==> src/rtl/ifetch_pkg.sv <==
// Shared types and constants for the instruction-fetch stage.
// A fetch entry pairs an instruction word with the byte address it came from.
package ifetch_pkg;

    localparam int WORDSIZE    = 32;
    localparam int INSTR_BYTES = 4;

    typedef struct packed {
        logic [WORDSIZE-1:0] instr;
        logic [WORDSIZE-1:0] pc;
    } fetch_entry_t;

endpackage

==> src/rtl/fetch_queue.sv <==
// In-order circular buffer of fetch entries with flush.
// Head reads as zero while empty so decode never sees stale entry data.
module fetch_queue
    import ifetch_pkg::*;
#(
    parameter int DEPTH = 2
) (
    input  logic         clk,
    input  logic         reset,
    input  logic         push,
    input  logic         pop,
    input  logic         flush,
    input  fetch_entry_t wdata,
    output fetch_entry_t head,
    output logic         full,
    output logic         empty
);

    localparam int PW = $clog2(DEPTH);
    localparam int CW = PW + 1;

    fetch_entry_t   mem_q [DEPTH];
    logic [PW-1:0]  head_q, head_d;
    logic [PW-1:0]  tail_q, tail_d;
    logic [CW-1:0]  count_q, count_d;

    assign full  = (count_q == CW'(DEPTH));
    assign empty = (count_q == '0);
    assign head  = empty ? '0 : mem_q[head_q];

    // Pointers wrap naturally because DEPTH is a power of two.
    always_comb begin
        head_d  = head_q;
        tail_d  = tail_q;
        count_d = count_q;
        if (flush) begin
            head_d  = '0;
            tail_d  = '0;
            count_d = '0;
        end else begin
            if (push) tail_d = tail_q + 1'b1;
            if (pop)  head_d = head_q + 1'b1;
            count_d = count_q + CW'(push) - CW'(pop);
        end
    end

    always_ff @(posedge clk) begin
        if (!reset) begin
            head_q  <= '0;
            tail_q  <= '0;
            count_q <= '0;
        end else begin
            head_q  <= head_d;
            tail_q  <= tail_d;
            count_q <= count_d;
        end
    end

    always_ff @(posedge clk) begin
        if (push && !flush) mem_q[tail_q] <= wdata;
    end

endmodule

==> src/rtl/ifetch.sv <==
// Instruction-fetch stage: owns the PC, fetches one word per cycle into the
// queue and hands {instr, pc} to decode; execute redirects flush the queue.
module ifetch
    import ifetch_pkg::*;
#(
    parameter int          n        = WORDSIZE,
    parameter int          r        = 7,
    parameter int          DEPTH    = 2,
    parameter logic [n-1:0] RESET_PC = '0
) (
    input  logic         clk,
    input  logic         reset,
    output logic [r-1:0] imem_addr,
    input  logic [n-1:0] imem_readdata,
    input  logic         redirect_valid,
    input  logic [n-1:0] redirect_pc,
    output logic         instr_valid,
    input  logic         instr_ready,
    output logic [n-1:0] instr,
    output logic [n-1:0] instr_pc
);

    logic [n-1:0] pc_q, pc_d;
    logic         push, pop, full, empty;
    fetch_entry_t wdata, head;

    assign imem_addr = pc_q[r+1:2];

    // A redirect suppresses the handshake so nothing stale leaks into decode.
    assign instr_valid = !empty && !redirect_valid;
    assign pop         = instr_valid && instr_ready;
    assign push        = !redirect_valid && (!full || pop);
    assign instr       = head.instr;
    assign instr_pc    = head.pc;
    assign wdata       = '{instr: imem_readdata, pc: pc_q};

    always_comb begin
        pc_d = pc_q;
        if (redirect_valid)
            pc_d = redirect_pc & {{(n-2){1'b1}}, 2'b00};
        else if (push)
            pc_d = pc_q + n'(INSTR_BYTES);
    end

    always_ff @(posedge clk) begin
        if (!reset) pc_q <= RESET_PC;
        else        pc_q <= pc_d;
    end

    fetch_queue #(
        .DEPTH(DEPTH)
    ) uQueue (
        .clk   (clk),
        .reset (reset),
        .push  (push),
        .pop   (pop),
        .flush (redirect_valid),
        .wdata (wdata),
        .head  (head),
        .full  (full),
        .empty (empty)
    );

endmodule

==> config.mk <==
export PLATFORM = sky130hd
export DESIGN_NAME = ifetch
export DESIGN_NICKNAME = d
export VERILOG_FILES = /design/src/rtl/ifetch_pkg.sv /design/src/rtl/fetch_queue.sv /design/src/rtl/ifetch.sv
export SDC_FILE = /design/constraint.sdc
export NUM_CORES = 1
export LEC_CHECK = 0
export ABC_CLOCK_PERIOD_IN_PS = 6260
export BUFFER_PORTS_ARGS = -buffer_cell sky130_fd_sc_hd__buf_2
export CORE_ASPECT_RATIO = 1.25
export CORE_UTILIZATION = 45
export DETAILED_ROUTE_END_ITERATION = 10
export PLACE_DENSITY = 0.7
export SYNTH_ARGS = -nofsm -noshare
export SYNTH_HDL_FRONTEND = slang
export SYNTH_SLANG_ARGS = --single-unit
==> constraint.sdc <==
create_clock -name clk -period 6.26 [get_ports clk]
set_clock_uncertainty 0.05 [all_clocks]
set_input_delay 1.252 -clock clk [delete_from_list [all_inputs] [get_ports clk]]
set_output_delay 1.252 -clock clk [all_outputs]
set_load 0.01 [all_outputs]
Word level (Yosys, flattened, before mapping)
Memory sizes are Yosys's and may differ from the RTL's. A register that Yosys moved wholly into a read port is not among the register bits.
Cells that the tools add are included.
{"block": "classes", "n_addsub": 5, "eq_ne": 1, "muxes": 7, "bitwise_logic": 1, "n_reduce_logical": 11}
{"op": "32-bit 2-to-1 mux", "count": 2}
{"op": "64-bit 2-to-1 mux", "count": 1}
{"op": "32-bit by 3-bit adder with 32-bit output (second input constant)", "count": 1}
{"op": "1-bit logical AND", "count": 4}
{"op": "1-bit 2-to-1 mux", "count": 4}
{"op": "1-bit zero test", "count": 3}
{"op": "1-bit adder (second input constant)", "count": 2}
{"op": "2-bit by 1-bit adder with 2-bit output", "count": 1}
{"op": "2-bit == test (second input constant)", "count": 1}
{"op": "2-bit zero test", "count": 1}
{"op": "2-bit nonzero test", "count": 1}
{"op": "2-bit OR reduction", "count": 1}
{"op": "2-bit by 1-bit subtractor with 2-bit output", "count": 1}
{"op": "1-bit logical OR", "count": 1}
{"op": "1-bit inverter", "count": 1}
{"block": "totals", "regBits": 36, "ramBits": 128, "inputBits": 68, "out_inout_bits": 72, "word_cells": 31, "memories": 1}
{"name": "uQueue.mem_q", "words": 2, "width": 64, "rd": 1, "rd_clocked_by_memory_dff": 1, "write_ports": 1, "line": "fetch_queue.sv:22", "rtl": "fetch_entry_t mem_q [DEPTH];"}

Depth between registers and ports, before layout
{"block": "depth", "word_depth": 9, "mapped_depth": 9, "ltp_nobuf": 8}

Modules after synthesis
Synthesis repeated with hierarchy kept, for this count alone.
{"block": "hier_totals", "cells_unflattened": 506, "area_unflattened_um2": 6867.8}
{"mod": "fetch_queue", "n_inst": 1, "cells_each": 293, "area_each_um2": 5101.1, "seq_area_each_um2": 3943.8}
{"mod": "ifetch", "n_inst": 1, "cells_each": 213, "area_each_um2": 1766.7, "seq_area_each_um2": 600.6}

Least setup slack after synthesis
Ideal clock, no wire load.
{"block": "synth_path", "path_type": "input-to-reg", "start": "input redirect_valid", "end": "memory uQueue.mem_q[0][10] (netlist name), enable pin", "setup_time_ps": 560, "arrival_time_ps": 6007, "required_ps": 5650, "slack_ps": -357, "stages": 4, "n_path_buf": 1, "path_cell_list": "buf_6 -> nor2b_1 -> nor2_1 -> nor3_1"}
{"block": "synth_between", "elab_chain_cells": 8}
{"element": "from (decl)", "line": "ifetch.sv:15", "rtl": "input logic redirect_valid,"}
{"element": "1-bit zero test *", "line": "fetch_queue.sv:60, ifetch.sv:30, ifetch.sv:32"}
{"element": "1-bit logical AND", "line": "ifetch.sv:30", "rtl": "assign instr_valid = !empty && !redirect_valid;"}
{"element": "1-bit logical AND", "line": "ifetch.sv:31", "rtl": "assign pop = instr_valid && instr_ready;"}
{"element": "1-bit logical OR", "line": "ifetch.sv:32", "rtl": "assign push = !redirect_valid && (!full || pop);"}
{"element": "1-bit logical AND", "line": "ifetch.sv:32"}
{"element": "1-bit logical AND *", "line": "fetch_queue.sv:60", "rtl": "if (push && !flush) mem_q[tail_q] <= wdata;"}
{"element": "1-bit 2-to-1 mux *", "line": "fetch_queue.sv:60"}
{"element": "1-bit 2-to-1 mux (not written as such) *", "line": "fetch_queue.sv:60"}
{"element": "to (decl)", "line": "fetch_queue.sv:22"}
Every way passes the cells marked *; elsewhere a longest branch is shown, timed or not.

Worst setup path in the final report
{"block": "layout_path", "start": "input redirect_valid", "end": "output instr_valid"}
{"block": "layout_between", "elab_chain_cells": 2}
{"element": "1-bit zero test", "line": "ifetch.sv:30"}
{"element": "1-bit logical AND", "line": "ifetch.sv:30"}
{"element": "to (decl)", "line": "ifetch.sv:17", "rtl": "output logic instr_valid,"}
Every way passes these cells.

==> results_dict.tcl <==
set metrics [dict create \
    status "finished clean" \
    place.gp.congestion 0.8162 \
    crit_type "in2out" \
    num-fill-cells 1276 \
    post_drt_wl_per_cell_um 16.74 \
    maxCapViolCount 0 \
    cts_buffer_depth 2 \
    maxSlewHeadroom_pct 27.79 \
    first_global_vias 4566 \
    antenna_found_initial 0 \
    core_area_um2 15010 \
    finalPower_mw 2.486 \
    ant_nets 0 \
    r2r_setup_slack_ns 3.59 \
    synth.cell_area_um2 6939 \
    seqCellArea_um2 4428 \
    fp.dieW_um 113.1 \
    synth.distinct_cells 57 \
    initial_core_util_pct 46.22 \
    rr_worst_depth 4 \
    p_int_mw 1.934 \
    synthArstFlopShare_pct 0 \
    wirelength_mm 14.27 \
    tightest_slew_ns 1.083 \
    grt_start_max_net_pins 63 \
    io_buffers 135 \
    cp.arrival_ns 2.12 \
    fmax_ghz 0.2919 \
    p_sw_mw 0.5514 \
    drc_errors 0 \
    cts_root_buf "clkbuf_16" \
    ys_seq_area_share_pct 63.76 \
    final_hold_viol_count 0 \
    crit-reg2reg-launch "uQueue.count_q[0]" \
    synthToLayoutAreaGrowth_pct 19.46 \
    worstSetupStartpointType "input port" \
    fin_cells 852 \
    hold_slack_ns 0.4734 \
    endpoint "instr_valid" \
    slew_viol_final 0 \
    combPwrFrac_pct 7.6 \
    grt_pass1_wl_mm 22.93 \
    final_nets 728 \
    ys_ff_latch 159 \
    clock-sinks 159 \
    final.setup.tns_ns 0 \
    cts_max_level 4 \
    tritoncts "yes" \
    insertion_delay_ns 0.41 \
    setup-violations-final 0 \
    ctsResizeCount 0 \
    syn_avg_cell_area_um2 12.83 \
    clk_pin_slew_ns 0.06 \
    hold_class "reg2reg" \
    die_height_um 140.8 \
    grt_setup_unrepaired "no" \
    syn_inst 541 \
    final_util_pct 55.21 \
    switching_share_pct 22.18 \
    worstReg2RegEnd "uQueue.mem_q[0][25]" \
    overflow 0 \
    die_area_um2 15920 \
    synth-edff-count 124 \
    power.share.clock_pct 42.4 \
    cts_setup_buffers 0 \
    p_leak_nw 3.036 \
    antenna_cells 0 \
    multi_input_area_um2 2297 \
    critPathMaxFanout 52 \
    seqPwrFrac_pct 50.1 \
    yosys_warnings 0 \
    fin_crit_sh_pct 54.72 \
    drt_iter0_drc 249 \
    viasPerCell 5.509 \
    drive_gt1_share_pct 26.87 \
    grt_use_total_pct 18.66 \
    powerDensity_nw_per_um2 299.9 \
    dpl.cell_count 820 \
    hpwlAfterDp_mm 9.366 \
    end_kind "output port" \
    first_pass_iters 5 \
    synthFlopType "edfxtp_1" \
    cts_buffers 17 \
    fin_crit_ns 3.426 \
    via_count 4694 \
    peakVddDrop_mv 0.1649 \
    pin_count 140 \
    crit_required_ns 4.96 \
    crit_start "redirect_valid" \
    holdBufCountCts 0 \
    floorplan.rows 50 \
]
critical path: stages:
cell    delay, ns
buf_2        0.12
buf_4        0.46
nor2_1       0.11
buf_2        0.17
metal layers:
| metal | vias to the layer above | track usage, % | routed length (um) |
|---|---|---|---|
| met5 | - | 0 | 0 |
| met4 | 0 | 8.449 | 287 |
| met3 | 22 | 3.525 | 627 |
| met2 | 142 | 31.64 | 7292 |
| met1 | 2259 | 23.12 | 6058 |
| li1 | 2271 | - | - |
logic make-up (layout without fill, tap and decap cells):
logic type | after synthesis | in the layout | share of synthesized area, %
AOI/OAI and AO/OA | 80 | 80 | 8.745
other | 1 | 2 | 0.05404
buffers and inverters | 47 | 175 | 3.480
xor gates and xnor gates | 10 | 10 | 1.262
adders and majority gates | 3 | 3 | 0.5410
and+or+nand+nor | 179 | 179 | 13.22
muxes | 62 | 62 | 8.943
DFF | 159 | 159 | 63.76
area by class of cell:
cell class,count,share of cell area [%]
tap,182,2.747
clock buffer,21,5.555
clock inverter,11,1.872
timing repair buffer,139,8.513
sequential,159,53.42
multi-input combinational,336,27.71
inverter,4,0.1811
state kept, by name, summed over array words and instances, names as in the netlist, named ones only:
name	count
uQueue.mem_q	124
uQueue.tail_q	1
uQueue.count_q	2
uQueue.head_q	1
pc_q	30
cell usage after synthesis, drive strengths merged (4+ instances only):
library cell	count	area, um2
a21oi	8	40.04
nand2	9	33.78
nand3	15	75.07
nor3	9	45.04
nor2b	12	75.07
edfxtp	124	3724
o21ai	21	105.1
and3	5	31.28
o2111a	4	45.04
nor4	7	43.79
xnor2	7	61.31
a311oi	8	70.07
nor2	77	289.0
nand4	14	87.58
inv	4	15.01
and4	8	70.07
mux2i	62	620.6
nand2b	7	51.30
clkbuf	19	71.32
and2	5	31.28
dfxtp	35	700.7
a211oi	6	45.04
buf	24	155.1
power by group through the flow:
| stage | clock network, mW | registers [mW] | logic (mW) |
|---|---|---|---|
| CTS | 1.07 | 1.24 | 0.191 |
| detailed placement | 0 | 1.27 | 0.191 |
| finish | 1.05 | 1.24 | 0.188 |
| floorplan | 0 | 1.25 | 0.127 |
| global placement | 0 | 1.26 | 0.185 |
| global route | 1.12 | 1.25 | 0.210 |
per-stage QoR:
stage	cell area, um2	setup WS, ns
3_3_place_gp	7674	2.478
3_5_place_dp	7674	2.393
5_1_grt	8289	2.660
4_1_cts	8289	2.831
6_report	8289	2.834
2_1_floorplan	6948	1.565
cells in the final DEF (no fill, tap or decap), drive strengths merged, types with 4 or more instances in the layout:
| cell type | Yosys | final |
|---|---|---|
| nand3 | 15 | 15 |
| nand2b | 7 | 7 |
| nor2b | 12 | 12 |
| edfxtp | 124 | 124 |
| a21oi | 8 | 8 |
| dfxtp | 35 | 35 |
| nand4 | 14 | 14 |
| clkbuf | 19 | 21 |
| o21ai | 21 | 21 |
| a211oi | 6 | 6 |
| and2 | 5 | 5 |
| nor2 | 77 | 77 |
| and4 | 8 | 8 |
| nor3 | 9 | 9 |
| a311oi | 8 | 8 |
| buf | 24 | 139 |
| xnor2 | 7 | 7 |
| mux2i | 62 | 62 |
| clkinvlp | 0 | 4 |
| inv | 4 | 6 |
| nand2 | 9 | 9 |
| nor4 | 7 | 7 |
| o2111a | 4 | 4 |
| and3 | 5 | 5 |
how the worst min path moves through the flow:
stage | slack [ns] | cells past startpoint | from | to
global route | 0.49 | 0 | pc_q[31] | uQueue.mem_q[1][31]
CTS | 0.47 | 0 | pc_q[31] | uQueue.mem_q[0][31]
floorplan | 0.41 | 0 | pc_q[31] | uQueue.mem_q[0][31]
detailed placement | 0.45 | 0 | pc_q[31] | uQueue.mem_q[1][31]
finish | 0.47 | 0 | pc_q[31] | uQueue.mem_q[0][31]
global placement | 0.43 | 0 | pc_q[31] | uQueue.mem_q[0][31]
(Power assumes the default switching activity.)
